File: src/rtl/alu_seq_arbiter_if.sv
// Requester-side bundle for alu_seq_arbiter: per-requester valid/ready and micro-op buses.
// Master drives requests; the arbiter uses the slave modport.
interface alu_seq_arbiter_if #(
   parameter int OP_W = 51,
   parameter int REQS = 2
);
   logic [REQS-1:0] req_valid;
   logic [REQS-1:0] req_ready;
   logic [OP_W-1:0] req_op0;
   logic [OP_W-1:0] req_op1;

   modport master (output req_valid, output req_op0, output req_op1, input req_ready);
   modport slave  (input req_valid, input req_op0, input req_op1, output req_ready);
endinterface

File: src/rtl/alu_seq_arbiter.sv
// Two-requester round-robin sequencer driving a shared regfile+ALU datapath (IDLE->EXEC->WB).
// Optional macro ALU_SEQ_PERF_EN adds a 32-bit completed-op counter output op_count.
module alu_seq_arbiter #(
   parameter int OP_W = 51,
   parameter int REQS = 2
) (
   input  logic               clk,
   input  logic               rst_n,
   alu_seq_arbiter_if.slave   req,
   input  logic               hold,
   output logic [4:0]         rs1,
   output logic [4:0]         rs2,
   output logic [4:0]         rd,
   output logic               RegWrite,
   output logic               ALUsrc,
   output logic [2:0]         ALUctrl,
   output logic [31:0]        ImmOp,
   output logic               done,
   output logic               done_id
`ifdef ALU_SEQ_PERF_EN
   ,
   output logic [31:0]        op_count
`endif
);

   typedef enum logic [1:0] {IDLE, EXEC, WB} state_t;

   state_t          state_q, state_d;
   logic            last_q, last_d;
   logic [4:0]      rs1_q, rs1_d, rs2_q, rs2_d, rd_q, rd_d;
   logic            src_q, src_d;
   logic [2:0]      ctrl_q, ctrl_d;
   logic [31:0]     imm_q, imm_d;
   logic            regwr_q, regwr_d;
   logic            done_q, done_d;
   logic            did_q, did_d;
   logic            grant;
   logic [OP_W-1:0] op_sel;
   logic [REQS-1:0] ready_c;

   always_comb begin
      state_d = state_q;
      last_d  = last_q;
      rs1_d   = rs1_q;
      rs2_d   = rs2_q;
      rd_d    = rd_q;
      src_d   = src_q;
      ctrl_d  = ctrl_q;
      imm_d   = imm_q;
      regwr_d = regwr_q;
      done_d  = done_q;
      did_d   = did_q;
      ready_c = '0;
      // On contention the requester that did not win last time gets the slot
      grant   = (req.req_valid == 2'b11) ? ~last_q : req.req_valid[1];
      op_sel  = grant ? req.req_op1 : req.req_op0;
      case (state_q)
         IDLE: begin
            if (rst_n && !hold && (|req.req_valid)) begin
               ready_c[grant] = 1'b1;
               state_d = EXEC;
               last_d  = grant;
               did_d   = grant;
               rs1_d   = op_sel[50:46];
               rs2_d   = op_sel[45:41];
               rd_d    = op_sel[40:36];
               src_d   = op_sel[35];
               ctrl_d  = op_sel[34:32];
               imm_d   = op_sel[31:0];
            end
         end
         EXEC: begin
            if (!hold) begin
               state_d = WB;
               regwr_d = (rd_q != 5'd0);
               done_d  = 1'b1;
            end
         end
         WB: begin
            if (!hold) begin
               state_d = IDLE;
               regwr_d = 1'b0;
               done_d  = 1'b0;
            end
         end
         default: state_d = IDLE;
      endcase
   end

   always_ff @(posedge clk) begin
      if (!rst_n) begin
         state_q <= IDLE;
         last_q  <= 1'b1;
         rs1_q   <= '0;
         rs2_q   <= '0;
         rd_q    <= '0;
         src_q   <= 1'b0;
         ctrl_q  <= '0;
         imm_q   <= '0;
         regwr_q <= 1'b0;
         done_q  <= 1'b0;
         did_q   <= 1'b0;
      end else begin
         state_q <= state_d;
         last_q  <= last_d;
         rs1_q   <= rs1_d;
         rs2_q   <= rs2_d;
         rd_q    <= rd_d;
         src_q   <= src_d;
         ctrl_q  <= ctrl_d;
         imm_q   <= imm_d;
         regwr_q <= regwr_d;
         done_q  <= done_d;
         did_q   <= did_d;
      end
   end

`ifdef ALU_SEQ_PERF_EN
   logic [31:0] op_count_q, op_count_d;

   always_comb begin
      op_count_d = op_count_q;
      if (state_q == WB && !hold) op_count_d = op_count_q + 32'd1;
   end

   always_ff @(posedge clk) begin
      if (!rst_n) op_count_q <= '0;
      else        op_count_q <= op_count_d;
   end

   assign op_count = op_count_q;
`endif

   assign req.req_ready = ready_c;
   assign rs1      = rs1_q;
   assign rs2      = rs2_q;
   assign rd       = rd_q;
   assign ALUsrc   = src_q;
   assign ALUctrl  = ctrl_q;
   assign ImmOp    = imm_q;
   assign RegWrite = regwr_q;
   assign done     = done_q;
   assign done_id  = did_q;

endmodule

File: src/flat_wrapper.sv
// flat-port wrapper written by rule: the top's interface ports become plain ports
module alu_seq_arbiter_flat 
#(
   parameter int OP_W = 51,
   parameter int REQS = 2
)
  (clk, rst_n, hold, rs1, rs2, rd, RegWrite, ALUsrc, ALUctrl, ImmOp, done, done_id, req_req_valid, req_req_op0, req_req_op1, req_req_ready);
  alu_seq_arbiter_if #(.OP_W(OP_W), .REQS(REQS)) req_i ();
  input  logic clk;
  input  logic rst_n;
  input  logic hold;
  output logic [4:0] rs1;
  output logic [4:0] rs2;
  output logic [4:0] rd;
  output logic RegWrite;
  output logic ALUsrc;
  output logic [2:0] ALUctrl;
  output logic [31:0] ImmOp;
  output logic done;
  output logic done_id;
  input wire logic [$bits(req_i.req_valid)-1:0] req_req_valid;
  input wire logic [$bits(req_i.req_op0)-1:0] req_req_op0;
  input wire logic [$bits(req_i.req_op1)-1:0] req_req_op1;
  output wire logic [$bits(req_i.req_ready)-1:0] req_req_ready;
  assign req_i.req_valid = req_req_valid;
  assign req_i.req_op0 = req_req_op0;
  assign req_i.req_op1 = req_req_op1;
  assign req_req_ready = req_i.req_ready;
  alu_seq_arbiter #(.OP_W(OP_W), .REQS(REQS)) u_core (.clk(clk), .rst_n(rst_n), .req(req_i), .hold(hold), .rs1(rs1), .rs2(rs2), .rd(rd), .RegWrite(RegWrite), .ALUsrc(ALUsrc), .ALUctrl(ALUctrl), .ImmOp(ImmOp), .done(done), .done_id(done_id));
endmodule
File: config.mk
export PLATFORM = sky130hd
export DESIGN_NAME = alu_seq_arbiter_flat
export DESIGN_NICKNAME = d
export VERILOG_FILES = /design/src/rtl/alu_seq_arbiter_if.sv /design/src/rtl/alu_seq_arbiter.sv /design/src/flat_wrapper.sv
export SDC_FILE = /design/constraint.sdc
export NUM_CORES = 1
export LEC_CHECK = 0
export BUFFER_PORTS_ARGS = -buffer_cell sky130_fd_sc_hd__buf_2
export CAP_MARGIN = 20
export CELL_PAD_IN_SITES_DETAIL_PLACEMENT = 1
export CELL_PAD_IN_SITES_GLOBAL_PLACEMENT = 1
export CORE_MARGIN = 5
export CORE_UTILIZATION = 32
export DETAILED_ROUTE_END_ITERATION = 12
export PLACE_DENSITY = 0.85
export SYNTH_ARGS = -nofsm -noshare
export SYNTH_HDL_FRONTEND = slang
export SYNTH_SLANG_ARGS = --single-unit
File: constraint.sdc
create_clock -name clk -period 3.09 [get_ports clk]
set_input_delay 0.1545 -clock clk [delete_from_list [all_inputs] [get_ports clk]]
set_output_delay 0.1545 -clock clk [all_outputs]
set_load 0.01 [all_outputs]
==> results of run 1 <==
==> metrics by stage <==
| stage | area (um2) | worst slack, ps | utilization (%) |
|---|---|---|---|
| final | 3590 | 880 | 46.3 |
| after global routing | 3590 | 749 | 46.3 |
| after CTS | 3590 | 844 | 46.3 |
| after detailed placement | 3380 | 909 | 43.6 |
| after global placement | 3380 | 1020 | 43.6 |
| after floorplan | 2570 | 1790 | - |
==> synth_stat cells, types with 2 or more instances <==
cell,number,area [um2]
dfxtp_1,57,1140
nand2_1,54,203
a22oi_1,50,375
o32ai_1,50,438
buf_2,21,105
clkbuf_1,7,26.3
buf_6,6,67.6
a21oi_1,3,15.0
inv_1,3,11.3
nor2_1,2,7.51
nor2b_1,2,12.5
o21ai_0,2,10.0
==> layout make-up <==
cell class / instances / share of cell area (%)
tap: 102 / 3.55
inverter: 3 / 0.313
clock buffer: 11 / 3.65
multi-input combinational: 180 / 34.4
sequential: 57 / 31.7
timing repair buffer: 168 / 24.2
clock inverter: 5 / 2.23
==> cell usage in the layout (no fill, tap or decap), types with 2 or more instances in the layout <==
cell | synthesis | final
clkinvlp_4 | 0 | 2
buf_2 | 21 | 162
o32ai_1 | 50 | 50
a22oi_1 | 50 | 50
bufinv_16 | 0 | 2
inv_1 | 3 | 2
o21ai_0 | 2 | 2
nor2_1 | 2 | 2
clkbuf_8 | 0 | 9
a21oi_1 | 3 | 3
dfxtp_1 | 57 | 57
buf_4 | 0 | 5
clkbuf_1 | 7 | 2
nand2_1 | 54 | 54
==> flip-flops by register name (all words and copies together) (netlist names) <==
signal and count:
u_core.ImmOp 32, u_core.rd 5, u_core.rs1 5, u_core.rs2 5
u_core.ALUctrl 3, u_core.state_q 2, u_core.ALUsrc 1, u_core.RegWrite 1
u_core.done 1, u_core.done_id 1, u_core.last_q 1
==> worst paths after layout <==
kind / from / end / depth (start not counted)
max: u_core.state_q[1] / req_req_ready[1] / 4
min reg2reg: u_core.ImmOp[18] / u_core.ImmOp[18] / 2
max reg2reg: u_core.state_q[1] / u_core.last_q / 4
min: req_req_op1[0] / u_core.ImmOp[0] / 3
==> power groups by stage <==
stage	registers [mW]	clock network, mW	logic (mW)
after floorplan	0.913	0	0.186
after global placement	0.879	0	0.401
after detailed placement	0.880	0	0.417
after CTS	0.865	0.776	0.417
after global routing	0.875	0.810	0.451
final	0.865	0.753	0.410
==> metal layers <==
metal,global-route usage [%],up-vias
met4,6.20,0
met1,21.9,1375
met2,32.0,127
met3,4.56,13
met5,0,-
li1,-,1368
==> worst reg2reg max path: stages, from the launching register on <==
cell and delay, ps:
dfxtp_1 380, nor4b_4 380, buf_4 560, nand2_2 120, a221o_1 300
==> cell families after synthesis <==
kind of cell	count (synthesis)	share of synthesized area (%)
AOI/OAI and AO/OA	115	36.3
and+or+nand+nor	65	11.2
DFF	57	44.4
buffers and inverters	37	8.18
==> metrics, run 1 <==
Root Buffer=clkbuf_8; Routed Antenna Nets=0; vias=2,883; Pwr Total=2.03 mW; Post-synth EDFFs=0; DR vias/cell=5.48; Worst Path Buf+Inv=2; global placer's final weighted congestion=~0.86; Core Area=7770 um2; CP arrival=2060 ps; Min-Delay Path Class=input port to register; WL/cell=17.9 um; CP cell instances=nor4b_4 -> buf_4 -> and3_1 -> buf_2; net switching power=approximately 570 uW; RSZ-0062 raised after global routing=no; aggregate global routing overflow=0; Yosys reg bits=57; setup TNS=0 ps; Top Metal Used=met4; Post-Route M1 WL=3.85 mm; Max Root-Sink Buffers=2; fillers=973; Rows=32; DRT Pass-1 Iters=4; CTS sink cnt=57; DIE HEIGHT=99.6 um; async set-reset flop share out of synthesis=0%; Area Growth Syn to Fin=39.8%; Finished Layout Cells=526; Tot GR Track Use=18.3%; final clock skew=11.4 ps; Worst-Skew Late Latency=330 ps; Peak VDD IR=approximately 0.00023 V; Peak Freq=between 400 and 500 MHz; area occupied by multi-input gates=~1200 um2; sequential power share=42.7%; CTS tree=yes; power per standard cell area=564 nW/um2; Routed met2 length=around 4.6 mm; Die ar.=9930 um2; R2R Setup Slk=around 1200 ps; Max Slew Vio Count=0; max-cap violation count=0; DPL Wire Length=slightly below 7 mm; Lkg Pwr=approximately 1.8 nW; worst hold slack=167 ps; ant diodes=0; CP startpoint kind=register; layout cell share with drive strength beyond 1=roughly 44%; DP Cell Count=510; period utilization=roughly 70%; Post-Syn Nets=381; Final Setup Violations=0; vias in the first global route=~3,000; Final Hold Viols=0; syn_area_per_cell=9.38 um2; Syn Inst Count=274; Slew @ Worst Pin=about 860 ps; critical path fanouts, max=55; part of the power in the clock network=37.1%; first-pass GRT wire length=14.8 mm; Mapped Area=2570 um2; clock-pin slew on the worst setup and hold paths=70 ps; WP data required=2940 ps; post-cts resize count=0; Rel. slew slack=a little over two fifths; nets@finish=about 530; status=complete, no violations; H-tree Lvls=3; largest net degree at the start of global routing=56; post-CTS setup buffer count=0; minimum clock period=2210 ps; Synth cell types=29; Max stage delay on crit path=560 ps; switching power share of the total=28.0%; P_int=1.46 mW; Crit Path Class=register to output pin; FF+latch area=1140 um2; # hold bufs at CTS=0; antenna violations before repair=0; met3 routed WL=772 um; Gate power share=20.2%; Synth Warn #=0; Crit. End Element=output pin; 1st-iter DRT viols=between 70 and 80; sequential share of the synthesized area=44.4%; final WL=about 9.4 mm; CP delay by family, top=buffers and inverters; Post-synth top flop=dfxtp_1; detailed-route DRC error count=0; Worst path slowest cell=buf_4; I/O pins=163; Die Wd=99.6 um; Initial Util=33.1%; total CTS buffers=9; PortBufs=approximately 160
Power figures use the tool's default switching activity.
==> inputs of run 2 (changes only) <==
--- a/config.mk
+++ b/config.mk
@@ -5,14 +5,15 @@
 export SDC_FILE = /design/constraint.sdc
 export NUM_CORES = 1
 export LEC_CHECK = 0
+export ABC_AREA = 1
 export BUFFER_PORTS_ARGS = -buffer_cell sky130_fd_sc_hd__buf_2
 export CAP_MARGIN = 20
 export CELL_PAD_IN_SITES_DETAIL_PLACEMENT = 1
 export CELL_PAD_IN_SITES_GLOBAL_PLACEMENT = 1
 export CORE_MARGIN = 5
-export CORE_UTILIZATION = 32
+export CORE_UTILIZATION = 26
 export DETAILED_ROUTE_END_ITERATION = 12
-export PLACE_DENSITY = 0.85
+export PLACE_DENSITY = 0.77
 export SYNTH_ARGS = -nofsm -noshare
 export SYNTH_HDL_FRONTEND = slang
 export SYNTH_SLANG_ARGS = --single-unit
==> constraint.sdc (replaced) <==
create_clock -name clk -period 2 [get_ports clk]
set_input_delay 0.1 -clock clk [delete_from_list [all_inputs] [get_ports clk]]
set_output_delay 0.1 -clock clk [all_outputs]
set_load 0.01 [all_outputs]
==> metrics, run 2 <==
syn_area_per_cell=6.43 um2 (-31%); antenna violations before repair=0 (unchanged); Final Setup Violations=0 (unchanged); CP delay by family, top=simple AND/OR/NAND/NOR gates; Crit. End Element=output pin; Max Root-Sink Buffers=2 (unchanged); largest net degree at the start of global routing=56 (unchanged); Post-synth EDFFs=0 (unchanged); post-cts resize count=0 (unchanged); most frequent cells in the layout=211 x nand2_1, 162 x buf_2, 57 x dfxtp_1; Finished Core Util=37.6% (-8.7 points); HP Start=hold; Post-Syn Nets=541 (+42%); max-cap violation count=0 (unchanged); H-tree Lvls=3 (unchanged); status=complete, no violations; async set-reset flop share out of synthesis=0% (unchanged); Syn Inst Count=434 (+58%); Synth Warn #=0 (unchanged); vias in the first global route=3,438 (+16%); Peak VDD IR=0.000267 V (+17%); Max stage delay on crit path=340 ps (-220 ps); sequential share of the synthesized area=40.9% (-3.5 points); critical path fanouts, max=25 (-55%); crit path launch=u_core.state_q[0]; largest area contributor in the netlist=dfxtp_1; Lkg Pwr=2.06 nW (+15%); Routed Antenna Nets=0 (unchanged); CTS tree=yes; worst hold slack=54.3 ps (-113 ps); Area Growth Syn to Fin=40.4%; global placer's final weighted congestion=0.779 (-9.0%); CTS sink cnt=57 (unchanged); DR vias/cell=4.54 (-17%); minimum clock period=1820 ps; aggregate global routing overflow=0 (unchanged); fillers=1,407 (+45%); count leader, synth=nand2_1; Worst-Skew Late Latency=340 ps (about the same); clock-pin slew on the worst setup and hold paths=70 ps (about the same); Post-synth top flop=dfxtp_1; Root Buffer=clkbuf_8; r2r startpoint=u_core.state_q[0]; most common cell after layout, fill and taps aside=nand2_1; Initial Util=26.8% (-6.3 points); Slew @ Worst Pin=588 ps (-271 ps); first-pass GRT wire length=16.6 mm (+12%); Mapped Area=2790 um2 (+8.6%); Min-Delay Path Class=input port to register; CP arrival=1720 ps (-340 ps); DRT Pass-1 Iters=4 (unchanged); total CTS buffers=9 (unchanged); power per standard cell area=765 nW/um2 (+36%); Worst path slowest cell=dfxtp_1; vias=3,293 (+14%); I/O pins=163 (unchanged); Peak Freq=549 MHz; nets@finish=691 (+31%); synth top area cells=dfxtp_1 41%, nand2_1 28%, a21oi_1 9.7%; DIE HEIGHT=114 um (+14%); 1st-iter DRT viols=133 (+85%); Core Area=10,400 um2 (+34%); final WL=10.3 mm (+9.3%); Final Hold Viols=0 (unchanged); layout cell share with drive strength beyond 1=33.4% (-11 points); detailed-route DRC error count=0 (unchanged); Tot GR Track Use=15.9% (-2.5 points); Max Slew Vio Count=0 (unchanged); RSZ-0062 raised after global routing=no; WL/cell=14.2 um (-21%); CP startpoint kind=register; top post-synthesis cells by count=211 x nand2_1, 57 x dfxtp_1, 54 x a21oi_1; ant diodes=0 (unchanged); period utilization=approximately nine tenths; final clock skew=10.8 ps (-0.542 ps); Synth cell types=19 (-34%); Worst Path Buf+Inv=2 (unchanged); Rows=37 (+16%); WP data required=1900 ps (-1040 ps); Die ar.=12,900 um2 (+30%); Rel. slew slack=60.8% (+18 points); PortBufs=162 (unchanged); Yosys reg bits=57 (unchanged); Crit Path Class=register to output pin; Die Wd=114 um (+14%); max reg flops=32 (unchanged); DPL Wire Length=7.56 mm (+11%); setup TNS=0 ps (unchanged); CP cell instances=nor2_2 -> nand2_2 -> nor2_8 -> nand2_1 -> inv_1 -> buf_2; Yosys top cell area share=40.9% (-3.5 points)
[run 2: path summary, 6_finish.rpt]
| kind | slack (ps) | cells past startpoint | to |
|---|---|---|---|
| max | 180 | 6 | req_req_ready[1] |
| min | 50 | 3 | u_core.state_q[1] |
| max reg2reg | 460 | 6 | u_core.ImmOp[7] |
| min reg2reg | 460 | 2 | u_core.ImmOp[1] |
[run 2: kinds of logic (layout without fill, tap and decap cells)]
family / after synthesis / count (layout) / synth area share [%]
compound gates: 57 / 57 / 10.3
buf+inv: 43 / 198 / 7.84
flops: 57 / 57 / 40.9
simple gates: 277 / 277 / 41.0
[run 2: timing repair]
item,CTS,global route
hold endpoints to repair,1,0
setup endpoints to repair,0,1
hold buffers,1,0
setup buffers,0,0
[run 2: per-layer routing]
layer	track usage [%]	vias to the layer above	part of all wire (%)
met5	0	-	0
met3	4.77	11	8.0
met2	28.2	110	47
met1	18.5	1488	43
li1	-	1684	-
met4	4.17	0	1.4
[run 2: layout make-up]
cell class | instances | area [um2] | area share, %
Sequential cell | 57 | 1140 | 29.1
Multi-Input combinational cell | 334 | 1430 | 36.5
Inverter | 11 | 41.3 | 1.05
Tap cell | 136 | 170 | 4.34
Timing Repair Buffer | 171 | 906 | 23.1
Clock buffer | 11 | 151 | 3.86
Clock inverter | 5 | 77.6 | 1.98
[run 2: worst reg2reg max path, delay by kind of cell, from the launching register on]
kind                   cells  cell delay (ps)
and+or+nand+nor            4              760
AOI/OAI and AO/OA          1              120
DFF                        1              340
buffers and inverters      1              240
[run 2: metrics by stage]
stage                     std cells  total power [mW]  area, um2  setup WS, ps
after floorplan                 434              1.55       2790           904
after global placement          708              1.77       3680           602
after detailed placement        708              1.79       3680           490
after CTS                       725              3.06       3920           108
after global routing            725              3.17       3920          17.0
final                           725              3.00       3920           179
[run 2: where the power goes]
group	leakage [nW]	internal (mW)	total, mW	switching (mW)
combinational	1.48	0.220	0.535	0.315
clock	0.115	0.765	1.24	0.479
sequential	0.464	1.19	1.22	0.0297
